### src/rtl/sync_down_timer_pkg.sv
// rtl/sync_down_timer_pkg.sv - shared state encodings and defaults for the down timer
package sync_down_timer_pkg;

  localparam int DEFAULT_WIDTH = 4;

  typedef enum logic [1:0] {
    IDLE = 2'b00,
    RUN  = 2'b01,
    DONE = 2'b10
  } state_t;

endpackage

### src/rtl/sync_down_timer_if.sv
// rtl/sync_down_timer_if.sv - control and status bundle of the down timer
interface sync_down_timer_if
  import sync_down_timer_pkg::*;
#(
  parameter int WIDTH = DEFAULT_WIDTH
);

  logic             en;
  logic             load;
  logic [WIDTH-1:0] load_val;
  logic             auto_reload;
  logic [WIDTH-1:0] q;
  logic [WIDTH-1:0] q_n;
  logic             busy;
  logic             done;

  // Controller side: drives the strobes, observes the count
  modport master (
    output en, load, load_val, auto_reload,
    input  q, q_n, busy, done
  );

  // Timer side
  modport slave (
    input  en, load, load_val, auto_reload,
    output q, q_n, busy, done
  );

endinterface

### src/rtl/t_ff_n.sv
// rtl/t_ff_n.sv - toggle flip-flop with asynchronous active-low clear
module t_ff_n (
  input  logic T,
  input  logic clk,
  input  logic rst,
  output logic Q,
  output logic Q_n
);

  // Flip on T, clear immediately when rst is low
  always_ff @(posedge clk or negedge rst) begin
    if (!rst) begin
      Q <= 1'b0;
    end else if (T) begin
      Q <= ~Q;
    end
  end

  assign Q_n = ~Q;

endmodule

### src/rtl/sync_down_timer.sv
// rtl/sync_down_timer.sv - loadable down counter with IDLE/RUN/DONE control and auto reload
module sync_down_timer
  import sync_down_timer_pkg::*;
#(
  parameter int WIDTH = DEFAULT_WIDTH
) (
  input logic               clk,
  input logic               rst,
  sync_down_timer_if.slave  bus
);

  state_t           state;
  state_t           state_nxt;
  logic [WIDTH-1:0] q;
  logic [WIDTH-1:0] q_n;
  logic [WIDTH-1:0] nxt;
  logic [WIDTH-1:0] tog;
  logic [WIDTH-1:0] dec_tog;
  logic [WIDTH-1:0] dec;
  logic [WIDTH-1:0] rl;

  // A bit flips on decrement when every bit below it is zero (borrow chain)
  assign dec_tog[0] = 1'b1;
  for (genvar i = 1; i < WIDTH; i++) begin : g_dec
    assign dec_tog[i] = &q_n[i-1:0];
  end
  assign dec = q ^ dec_tog;

  // Each count bit is a T flop toggled exactly where the chosen next value differs
  assign tog = q ^ nxt;
  for (genvar i = 0; i < WIDTH; i++) begin : g_bit
    t_ff_n u_bit (
      .T   (tog[i]),
      .clk (clk),
      .rst (rst),
      .Q   (q[i]),
      .Q_n (q_n[i])
    );
  end

  // State register
  always_ff @(posedge clk or negedge rst) begin
    if (!rst) begin
      state <= IDLE;
    end else begin
      state <= state_nxt;
    end
  end

  // Reload register remembers the most recent load value
  always_ff @(posedge clk or negedge rst) begin
    if (!rst) begin
      rl <= '0;
    end else if (bus.load) begin
      rl <= bus.load_val;
    end
  end

  // Next state and next count; load overrides everything else
  always_comb begin
    state_nxt = state;
    nxt       = q;
    if (bus.load) begin
      nxt       = bus.load_val;
      state_nxt = (bus.load_val != '0) ? RUN : DONE;
    end else begin
      case (state)
        IDLE: begin
          state_nxt = IDLE;
        end
        RUN: begin
          if (bus.en) begin
            // Reaching zero ends the run; the <= guard keeps q from ever wrapping
            if (q <= WIDTH'(1)) begin
              nxt       = '0;
              state_nxt = DONE;
            end else begin
              nxt = dec;
            end
          end
        end
        DONE: begin
          if (bus.auto_reload && (rl != '0)) begin
            nxt       = rl;
            state_nxt = RUN;
          end else begin
            nxt       = '0;
            state_nxt = IDLE;
          end
        end
        default: begin
          nxt       = '0;
          state_nxt = IDLE;
        end
      endcase
    end
  end

  assign bus.q    = q;
  assign bus.q_n  = q_n;
  assign bus.busy = (state == RUN);
  assign bus.done = (state == DONE);

endmodule

### src/flat_wrapper.sv
// flat-port wrapper written by rule: the top's interface ports become plain ports
module sync_down_timer_flat import sync_down_timer_pkg::*;
#(
  parameter int WIDTH = DEFAULT_WIDTH
)
  (clk, rst, bus_en, bus_load, bus_load_val, bus_auto_reload, bus_q, bus_q_n, bus_busy, bus_done);
  sync_down_timer_if #(.WIDTH(WIDTH)) bus_i ();
  input logic clk;
  input logic rst;
  input wire logic [$bits(bus_i.en)-1:0] bus_en;
  input wire logic [$bits(bus_i.load)-1:0] bus_load;
  input wire logic [$bits(bus_i.load_val)-1:0] bus_load_val;
  input wire logic [$bits(bus_i.auto_reload)-1:0] bus_auto_reload;
  output wire logic [$bits(bus_i.q)-1:0] bus_q;
  output wire logic [$bits(bus_i.q_n)-1:0] bus_q_n;
  output wire logic [$bits(bus_i.busy)-1:0] bus_busy;
  output wire logic [$bits(bus_i.done)-1:0] bus_done;
  assign bus_i.en = bus_en;
  assign bus_i.load = bus_load;
  assign bus_i.load_val = bus_load_val;
  assign bus_i.auto_reload = bus_auto_reload;
  assign bus_q = bus_i.q;
  assign bus_q_n = bus_i.q_n;
  assign bus_busy = bus_i.busy;
  assign bus_done = bus_i.done;
  sync_down_timer #(.WIDTH(WIDTH)) u_core (.clk(clk), .rst(rst), .bus(bus_i));
endmodule
### config.mk
export PLATFORM = sky130hd
export DESIGN_NAME = sync_down_timer_flat
export DESIGN_NICKNAME = d
export VERILOG_FILES = /design/src/rtl/sync_down_timer_pkg.sv /design/src/rtl/sync_down_timer_if.sv /design/src/rtl/t_ff_n.sv /design/src/rtl/sync_down_timer.sv /design/src/flat_wrapper.sv
export SDC_FILE = /design/constraint.sdc
export NUM_CORES = 1
export LEC_CHECK = 0
export ABC_AREA = 0
export CORE_MARGIN = 2
export CORE_UTILIZATION = 45
export CTS_BUF_LIST = sky130_fd_sc_hd__clkbuf_16
export DETAILED_ROUTE_END_ITERATION = 6
export PLACE_DENSITY = 0.77
export SYNTH_ARGS = -nofsm -noshare
export SYNTH_HDL_FRONTEND = slang
export SYNTH_SLANG_ARGS = --single-unit
### constraint.sdc
create_clock -name clk -period 1.8 [get_ports clk]
set_clock_uncertainty 0.15 [all_clocks]
set_input_delay 0.27 -clock clk [delete_from_list [all_inputs] [get_ports clk]]
set_output_delay 0.27 -clock clk [all_outputs]
set_load 0.05 [all_outputs]
==> metrics.md <==
| Metric | Value |
|---|---|
| Status | finished, final reports clean |
| ANT nets after route | 0 |
| Post-CTS Hold Buffers | 0 |
| Synth area leaders | dfrtp_1, buf_4, o221ai_1 |
| Area delta synth->final | 45.0% |
| Max Fclk | 578 MHz |
| Critical Path AT | 1.31 ns |
| Number of global-route vias before repair | 509 |
| Die X | 41.9 um |
| Detailed Place HPWL | 1050 um |
| Final setup fails | 0 |
| Syn_nets | ~80 |
| Layout cells sized above 1 | 0.233 |
| Vias per Instance | 5.41 |
| Mapped Avg Cell Area | 9.09 um^2 |
| CORE AREA | 1320 um^2 |
| Hold WC Path Type | primary input to async pin |
| Initial antenna violation count | 0 |
| Clk sinks | 10 |
| MaxCap Viol Count | 0 |
| Grt ovf | 0 |
| Total CTS buffers | 3 |
| # IOs | 19 |
| YS warnings | 0 |
| Final Util | 0.710 |
| Die area | 1750 um^2 |
| Iter 0 DRT Violations | 14 |
| Leading area contributor after synthesis | dfrtp_1 |
| H-tree depth | 1 |
| First-pass detailed-route iteration total | 5 |
| N_diodes | 0 |
| First-pass GRT wire length | 2130 um |
| Port Buffers | 18 |
| RSZ-0062 raised after global routing | no |
| Gpl congestion | 0.876 |
| Clock latency on the worst-skew pair | 0.23 ns |
| Synthesized flop and latch total | 10 |
| Final WL | 1320 um |
| Synth top area share | 0.388 |
| Initial Utilization | 0.490 |
| CP endpoint kind | output port |
| Reg clk slew, reported paths | roughly 0.04 ns |
| Min Tclk post-route | 1.73 ns |
| P_leak | 0.415 nW |
| Post-Synthesis Cells | 71 |
| Via count | 546 |
| CTS root buf | clkbuf_16 |
| Final nets | 98 |
| Worst-margin pin slew | 0.429 ns |
| TritonCTS clock tree | done |
| Req. time, crit path | around 1.4 ns |
| Cell area after synthesis | between 600 and 700 um^2 |
| Worst VDD drop | approximately 500 uV |
| Max Root-Sink Buffers | 2 |
| DRC | 0 |
| # rows | 13 |
| Pwr dens | 1150 nW/um^2 |
| GRT Total Usage | 0.157 |
| Fin. max-slew vios | 0 |
| Die height | 41.9 um |
| CP Launch Type | flop |
| Register area share after synthesis | 0.388 |
| CP max FO | 11 |
| Critical setup path kind | flop to output port |
| Final hold viol count | 0 |
| Setup TNS | 0 ns |
| Synth cell types | 26 |
| Slew HR | 0.713 |
| Period utilization | 0.962 |
| WL/cell | 13.1 um |
| Pin count of the biggest net entering global routing | 12 |
| Fillcell total | 107 |
[logic make-up after synthesis]
kind of cell / synth area share
AOI/OAI and AO/OA: 0.188
xor gates and xnor gates: 0.0407
adders and majority gates: 0.0388
buffers and inverters: 0.153
DFF: 0.388
and+or+nand+nor: 0.192
[critical path, cell delays in order, from the launching register on]
cell and delay, ns:
dfrtp_1 0.55, nor2b_1 0.34, buf_12 0.18
[path summary, 6_finish.rpt]
| kind | from | to | slack (ns) | cells after the start |
|---|---|---|---|---|
| hold reg to reg | u_core.rl[3] | u_core.rl[3] | 0.40 | 2 |
| min in group clk | u_core.rl[3] | u_core.rl[3] | 0.40 | 2 |
| hold / removal | rst | u_core.g_bit[2].u_bit.Q | 0.19 | 1 |
| setup / recovery | u_core.state[1] | bus_done | 0.07 | 2 |
| max in group asynchronous | rst | u_core.g_bit[0].u_bit.Q | 1.00 | 1 |
| setup reg to reg | u_core.g_bit[1].u_bit.Q | u_core.g_bit[0].u_bit.Q | 0.18 | 5 |
[placed cells by master, fill, tap and decap left out]
master / netlist / final
a21o_1: 1 / 1
a31oi_1: 1 / 1
and2_1: 1 / 1
buf_12: 0 / 6
buf_4: 8 / 7
clkbuf_16: 0 / 3
clkdlybuf4s50_1: 0 / 8
clkinv_1: 0 / 1
dfrtp_1: 10 / 10
ha_1: 2 / 2
inv_1: 8 / 8
nand2_1: 6 / 6
nand2b_1: 1 / 1
nand3_1: 4 / 4
nor2_1: 1 / 1
nor2b_1: 2 / 2
nor3_1: 1 / 1
nor3b_2: 1 / 1
nor4_1: 1 / 1
nor4b_2: 1 / 1
o21a_1: 4 / 4
o21ai_0: 5 / 5
o21ai_1: 1 / 1
o221ai_1: 4 / 4
o31ai_4: 0 / 1
or2_2: 1 / 1
or4_1: 1 / 1
xnor2_1: 3 / 3
[report_power, final]
group / total (mW) / switching [mW] / internal, mW
clock network: 0.390 / 0.0988 / 0.291
logic: 0.401 / 0.230 / 0.172
registers: 0.283 / 0.0302 / 0.253
total: 1.07 / 0.359 / 0.715
[sequential cells by signal (all words and copies together), names as in the netlist]
signal                cells
u_core.g_bit.u_bit.Q      4
u_core.rl                 4
u_core.state              2
[metal layers]
| layer | wire length (um) | up-vias | global-route usage |
|---|---|---|---|
| met1 | 591 | 258 | 0.195 |
| met4 | 7 | 0 | 0.0581 |
| met3 | 65 | 2 | 0.0261 |
| met5 | 0 | - | 0 |
| met2 | 654 | 20 | 0.269 |
| li1 | - | 266 | - |
[stage by stage]
step	cell area [um^2]	power (mW)	hold WS (ns)	setup WS, ns	std cells
CTS	927	1.07	0.215	0.0723	101
floorplan	646	0.553	-0.176	0.163	71
global route	936	1.12	0.233	0.0156	101
detailed placement	848	0.681	0.390	0.108	97
finish	936	1.07	0.195	0.0692	101
global placement	848	0.675	0.382	0.137	97
[layout make-up]
type	instances	area (um^2)	area share
clock buffer	3	75.1	0.0802
timing repair buffer	21	253	0.270
inverter	8	30.0	0.0321
tap	15	18.8	0.0201
sequential	10	250	0.267
clock inverter	1	3.75	0.00401
multi-input combinational	43	305	0.326
[synth_stat cells]
cell type / n
dfrtp_1: 10
buf_4: 8
inv_1: 8
nand2_1: 6
o21ai_0: 5
nand3_1: 4
o21a_1: 4
o221ai_1: 4
xnor2_1: 3
ha_1: 2
nor2b_1: 2
a21o_1: 1
a31oi_1: 1
and2_1: 1
buf_2: 1
clkbuf_1: 1
nand2b_1: 1
nor2_1: 1
nor3_1: 1
nor3b_2: 1
nor4_1: 1
nor4b_2: 1
o21ai_1: 1
o31ai_2: 1
or2_2: 1
or4_1: 1
[timing repair]
item,4_1_cts,5_1_grt
setup buffers,0,0
endpoints found under the setup margin,0,4
gates resized for setup,0,1
Note: power is estimated with default switching activity, not from simulation.
